### src/rtl/pc_fetch_unit.sv
// Instruction fetch stage: owns the PC, issues one instruction-memory request at a time and
// loads the IF/ID register; branches redirect immediately or after an outstanding fetch retires.
module pc_fetch_unit #(
    parameter logic [15:0] RESET_PC = 16'h0000,
    parameter logic [15:0] PC_INC   = 16'h0001
) (
    input  logic        clk,
    input  logic        rst_n,
    output logic [15:0] pc_add_a,
    output logic [15:0] pc_add_b,
    input  logic [15:0] pc_add_sum,
    input  logic        branch_valid,
    input  logic [15:0] branch_target,
    output logic        imem_req,
    output logic [15:0] imem_addr,
    input  logic        imem_ack,
    input  logic [15:0] imem_rdata,
    output logic        if_valid,
    input  logic        if_ready,
    output logic [15:0] if_instr,
    output logic [15:0] if_pc,
    output logic [15:0] if_pc_next
);

    typedef enum logic [1:0] {
        StIdle = 2'd0,
        StReq  = 2'd1,
        StHold = 2'd2
    } state_e;

    state_e      state_q, state_d;
    logic [15:0] pc_q, pc_d;
    logic        redir_pend_q, redir_pend_d;
    logic [15:0] redir_pc_q, redir_pc_d;
    logic        if_valid_q, if_valid_d;
    logic [15:0] if_instr_q, if_instr_d;
    logic [15:0] if_pc_q, if_pc_d;
    logic [15:0] if_pc_next_q, if_pc_next_d;

    always_ff @(posedge clk) begin
        if (!rst_n) begin
            state_q      <= StIdle;
            pc_q         <= RESET_PC;
            redir_pend_q <= 1'b0;
            redir_pc_q   <= 16'h0000;
            if_valid_q   <= 1'b0;
            if_instr_q   <= 16'h0000;
            if_pc_q      <= 16'h0000;
            if_pc_next_q <= 16'h0000;
        end else begin
            state_q      <= state_d;
            pc_q         <= pc_d;
            redir_pend_q <= redir_pend_d;
            redir_pc_q   <= redir_pc_d;
            if_valid_q   <= if_valid_d;
            if_instr_q   <= if_instr_d;
            if_pc_q      <= if_pc_d;
            if_pc_next_q <= if_pc_next_d;
        end
    end

    always_comb begin
        state_d      = state_q;
        pc_d         = pc_q;
        redir_pend_d = redir_pend_q;
        redir_pc_d   = redir_pc_q;
        if_valid_d   = if_valid_q;
        if_instr_d   = if_instr_q;
        if_pc_d      = if_pc_q;
        if_pc_next_d = if_pc_next_q;

        case (state_q)
            StIdle: begin
                state_d    = StReq;
                if_valid_d = 1'b0;
                if (branch_valid) begin
                    pc_d = branch_target;
                end
            end
            StReq: begin
                if (imem_ack) begin
                    // Returning data belongs to a path that has since been redirected: drop it.
                    if (redir_pend_q || branch_valid) begin
                        pc_d         = branch_valid ? branch_target : redir_pc_q;
                        redir_pend_d = 1'b0;
                    end else begin
                        if_instr_d   = imem_rdata;
                        if_pc_d      = pc_q;
                        if_pc_next_d = pc_add_sum;
                        pc_d         = pc_add_sum;
                        if_valid_d   = 1'b1;
                        state_d      = StHold;
                    end
                end else if (branch_valid) begin
                    // The address on the bus must stay put until ack, so park the target.
                    redir_pend_d = 1'b1;
                    redir_pc_d   = branch_target;
                end
            end
            StHold: begin
                if (branch_valid) begin
                    pc_d       = branch_target;
                    if_valid_d = 1'b0;
                    state_d    = StReq;
                end else if (if_ready) begin
                    if_valid_d = 1'b0;
                    state_d    = StReq;
                end
            end
            default: begin
                state_d = StIdle;
            end
        endcase
    end

    assign pc_add_a   = pc_q;
    assign pc_add_b   = PC_INC;
    assign imem_req   = (state_q == StReq);
    assign imem_addr  = pc_q;
    assign if_valid   = if_valid_q;
    assign if_instr   = if_instr_q;
    assign if_pc      = if_pc_q;
    assign if_pc_next = if_pc_next_q;

endmodule
### config.mk
export PLATFORM = sky130hd
export DESIGN_NAME = pc_fetch_unit
export DESIGN_NICKNAME = d
export VERILOG_FILES = /design/src/rtl/pc_fetch_unit.sv
export SDC_FILE = /design/constraint.sdc
export NUM_CORES = 1
export LEC_CHECK = 0
export CAP_MARGIN = 20
export CORE_MARGIN = 3
export CORE_UTILIZATION = 30
export CTS_CLUSTER_DIAMETER = 30
export DETAILED_ROUTE_END_ITERATION = 10
export PLACE_DENSITY = 0.63
export SLEW_MARGIN = 10
export SYNTH_ARGS = -nofsm -noshare
export SYNTH_HDL_FRONTEND = slang
export SYNTH_SLANG_ARGS = --single-unit
### constraint.sdc
create_clock -name clk -period 1.6 [get_ports clk]
set_clock_uncertainty 0.2 [all_clocks]
set_input_delay 0.16 -clock clk [delete_from_list [all_inputs] [get_ports clk]]
set_output_delay 0.16 -clock clk [all_outputs]
set_load 0.01 [all_outputs]
==> flow_summary_export.csv <==
group,metric,value,unit
cts,cts_sinks,84,
global_route,grt_pass1_vias,3122,
floorplan,core-area,12800,um^2
global_route,grt_max_degree,46,
worst_setup_path,r2r_cells,6,
placement,numPortBuffers,134,
layout,final_core_util,44.2,%
sta,setup_viol,0,
global_route,grt_overflow,0,
floorplan,fp-row-count,41,
placement,dpl-instance-area,5190,um^2
yosys,ys_types,30,
detailed_routing,dr.pass1.iters,4,
layout,mostFrequentLayoutCell,"nand2_1",
yosys,syn_area,3960,um^2
pwr,p_per_area,913,nW/um^2
cts,cts_tree,"yes",
global_route,grt_pass1_wl,16000,um
yosys,ys_ff_latch,84,
worst_setup_path,r2r_end,"if_pc_next[12]$_SDFFE_PN0P_",
worst_setup_path,slowest_delay,0.54,ns
floorplan,start_util,31.0,%
placement,gp_congestion,0.779,
worst_hold_path,min_to,"if_pc_next[13]$_SDFFE_PN0P_",
cts,root_buffer,"clkbuf_16",
cts,numCtsBuffers,9,
floorplan,die_h,121,um
pwr,finalPower,5.15,mW
worst_hold_path,min_path_cells,3,
detailed_routing,postRouteAntennaNets,0,
layout,diodes,0,
worst_setup_path,path_buf_inv,1,
floorplan,io_pins,151,
worst_setup_path,critPathMaxFanout,2,
sta,slew_violations,0,
detailed_routing,wire_per_inst,15.0,um
global_route,grtUsageTotal,13.8,%
detailed_routing,routed_wl,10600,um
floorplan,die_w,121,um
sta,fin_setup_tns,0,ns
sta,period_needed,1.57,ns
layout,finalInstanceArea,5640,um^2
yosys,synth_area_per_cell,9.59,um^2
job,drv_cap,0,
floorplan,die_area,14600,um^2
yosys,ys_seq_area_share,42.5,%
sta,fin_crit_sh,98.0,%
worst_setup_path,reg2reg_slack,0.05,ns
detailed_routing,drt-vias-per-instance,4.46,
worst_hold_path,min_from,"rst_n",
yosys,yosysWarnings,0,
worst_setup_path,timing.rr.start,"state_q[0]$_SDFFE_PN0P_",
outcome,status,"finished, final reports clean",
worst_setup_path,critPathKind,"flip-flop to output port",
layout,layout.nets,586,
layout,fillers,1216,
yosys,yosysTopAreaCellShare,42.5,%
yosys,synth_area_leaders,"dfxtp_1 (42%), mux2i_1 (16%), nand2_1 (11%)",
worst_setup_path,crit_chain,"clkdlybuf4s50_1",
pwr,power_leakage,2.66,nW
worst_setup_path,critPathTopFamily,"buffers and inverters",
worst_setup_path,cp-start-kind,"flip-flop",
cts,clkTransAtPathRegs,0.06,ns
sta,fmax,638,MHz
detailed_routing,vias,3157,
sta,finalHoldViolations,0,
detailed_routing,drc,0,
worst_setup_path,crit_path_end_kind,"output port",
yosys,post-synth-top-area-cell,"dfxtp_1",
worst_hold_path,hp-class,"input port to flip-flop",
global_route,grt_antenna_before_repair,0,
worst_setup_path,critPathSlowestCell,"clkdlybuf4s50_1",
cts,ctsHtreeMaxLevel,3,
pwr,ir_worst_vdd,0.000440,V
worst_setup_path,crit_path_start,"if_pc_next[11]$_SDFFE_PN0P_",
cts,cts_buffer_depth,2,
yosys,synth_cells,413,
placement,dp_hpwl,7650,um
layout,drive_gt1_share,13.8,%
cts,worstSkewPairLatency,0.33,ns
sta,rsz0062_at_grt,"no",
detailed_routing,first_iter_violations,157,
layout,syn2layout_area_growth,42.5,%
worst_setup_path,worstPathRequired,1.24,ns
worst_setup_path,cp.arrival,1.21,ns
sta,holdWs,0.0986,ns
cts,ctsHoldBuffers,0,
layout,most-common-layout-cells,"nand2_1 (115), dfxtp_1 (73), clkdlybuf4s50_1 (71)",
[what timing repair did]
action / in CTS / in global routing
pin swaps: 0 / 2
setup endpoints to repair: 99 / 63
setup buffers: 0 / 3
resized for setup: 50 / 29
cloned: 0 / 2
[cell families (layout without fill, tap and decap cells)]
logic type,after synthesis,in the layout,synth area share (%)
buf+inv,66,175,14.4
other cells,2,16,0.190
compound gates,55,55,10.9
flops,84,84,42.5
mux,64,64,16.2
simple gates,142,142,15.9
[final cells by class]
cell class | instances | area [um^2] | share of cell area (%)
clock buffers | 12 | 256 | 4.54
clock inverters | 2 | 35.0 | 0.621
inverters | 2 | 7.51 | 0.133
multi-input cells | 277 | 1780 | 31.5
flip-flops and latches | 84 | 1700 | 30.1
well taps | 172 | 215 | 3.81
repair buffers | 159 | 1650 | 29.3
[power breakdown]
group | internal (mW) | switching (mW)
Combinational | 0.445 | 0.383
Sequential | 2.19 | 0.0824
Clock | 1.27 | 0.777
[synth_stat cells]
cell / number
nand4bb_1: 1
nor2_1: 2
o21a_1: 2
clkbuf_1: 6
nor2_8: 1
nand3b_1: 1
nand3_1: 16
buf_4: 38
mux2i_1: 64
conb_1: 2
a21oi_1: 1
nor2b_1: 2
buf_12: 5
inv_1: 2
and3_2: 1
o221a_2: 16
o21ai_2: 2
dfxtp_1: 84
buf_6: 2
buf_1: 1
o31ai_1: 1
buf_2: 4
nand2_1: 115
and4bb_4: 1
a21boi_1: 6
a21boi_0: 10
o21ai_0: 17
nand4bb_4: 1
clkbuf_8: 8
and3_1: 1
[worst max path at each step]
| stage | cells after the start | to |
|---|---|---|
| finish | 1 | if_pc_next[11] |
| detailed placement | 4 | imem_addr[15]$_SDFFE_PN0P_ |
| CTS | 1 | if_valid |
| floorplan | 5 | if_instr[0]$_SDFFE_PN0P_ |
| global placement | 4 | imem_addr[5]$_SDFFE_PN0P_ |
| global route | 1 | if_instr[9] |
[registers in the layout, indices dropped and copies added (netlist names)]
name,cells
if_instr,16
if_valid,1
if_pc_next,16
state_q,2
redir_pc_q,16
if_pc,16
imem_addr,16
redir_pend_q,1
[metrics by stage]
| stage | setup slack (ns) | std cells |
|---|---|---|
| floorplan | 0.158 | 427 |
| global placement | -0.284 | 689 |
| detailed placement | -0.347 | 689 |
| CTS | 0.000496 | 703 |
| global route | 0.000416 | 708 |
| finish | 0.0323 | 708 |
[layer usage]
| metal | vias up | track usage, % | part of all wire (%) | wire, um |
|---|---|---|---|---|
| li1 | 1596 | - | - | - |
| met1 | 1456 | 17.8 | 46 | 4820 |
| met2 | 87 | 22.5 | 48 | 5030 |
| met3 | 18 | 2.80 | 5.0 | 531 |
| met4 | 0 | 5.88 | 1.9 | 205 |
| met5 | - | 0 | 0 | 0 |
[worst register-to-register path: stages (launching register included)]
cell and delay, ns:
dfxtp_4 0.38, buf_6 0.11, nand4bb_4 0.14, nor2_8 0.15, buf_12 0.13, clkbuf_16 0.17, mux2i_1 0.19
Power figures use the tool's default switching activity.
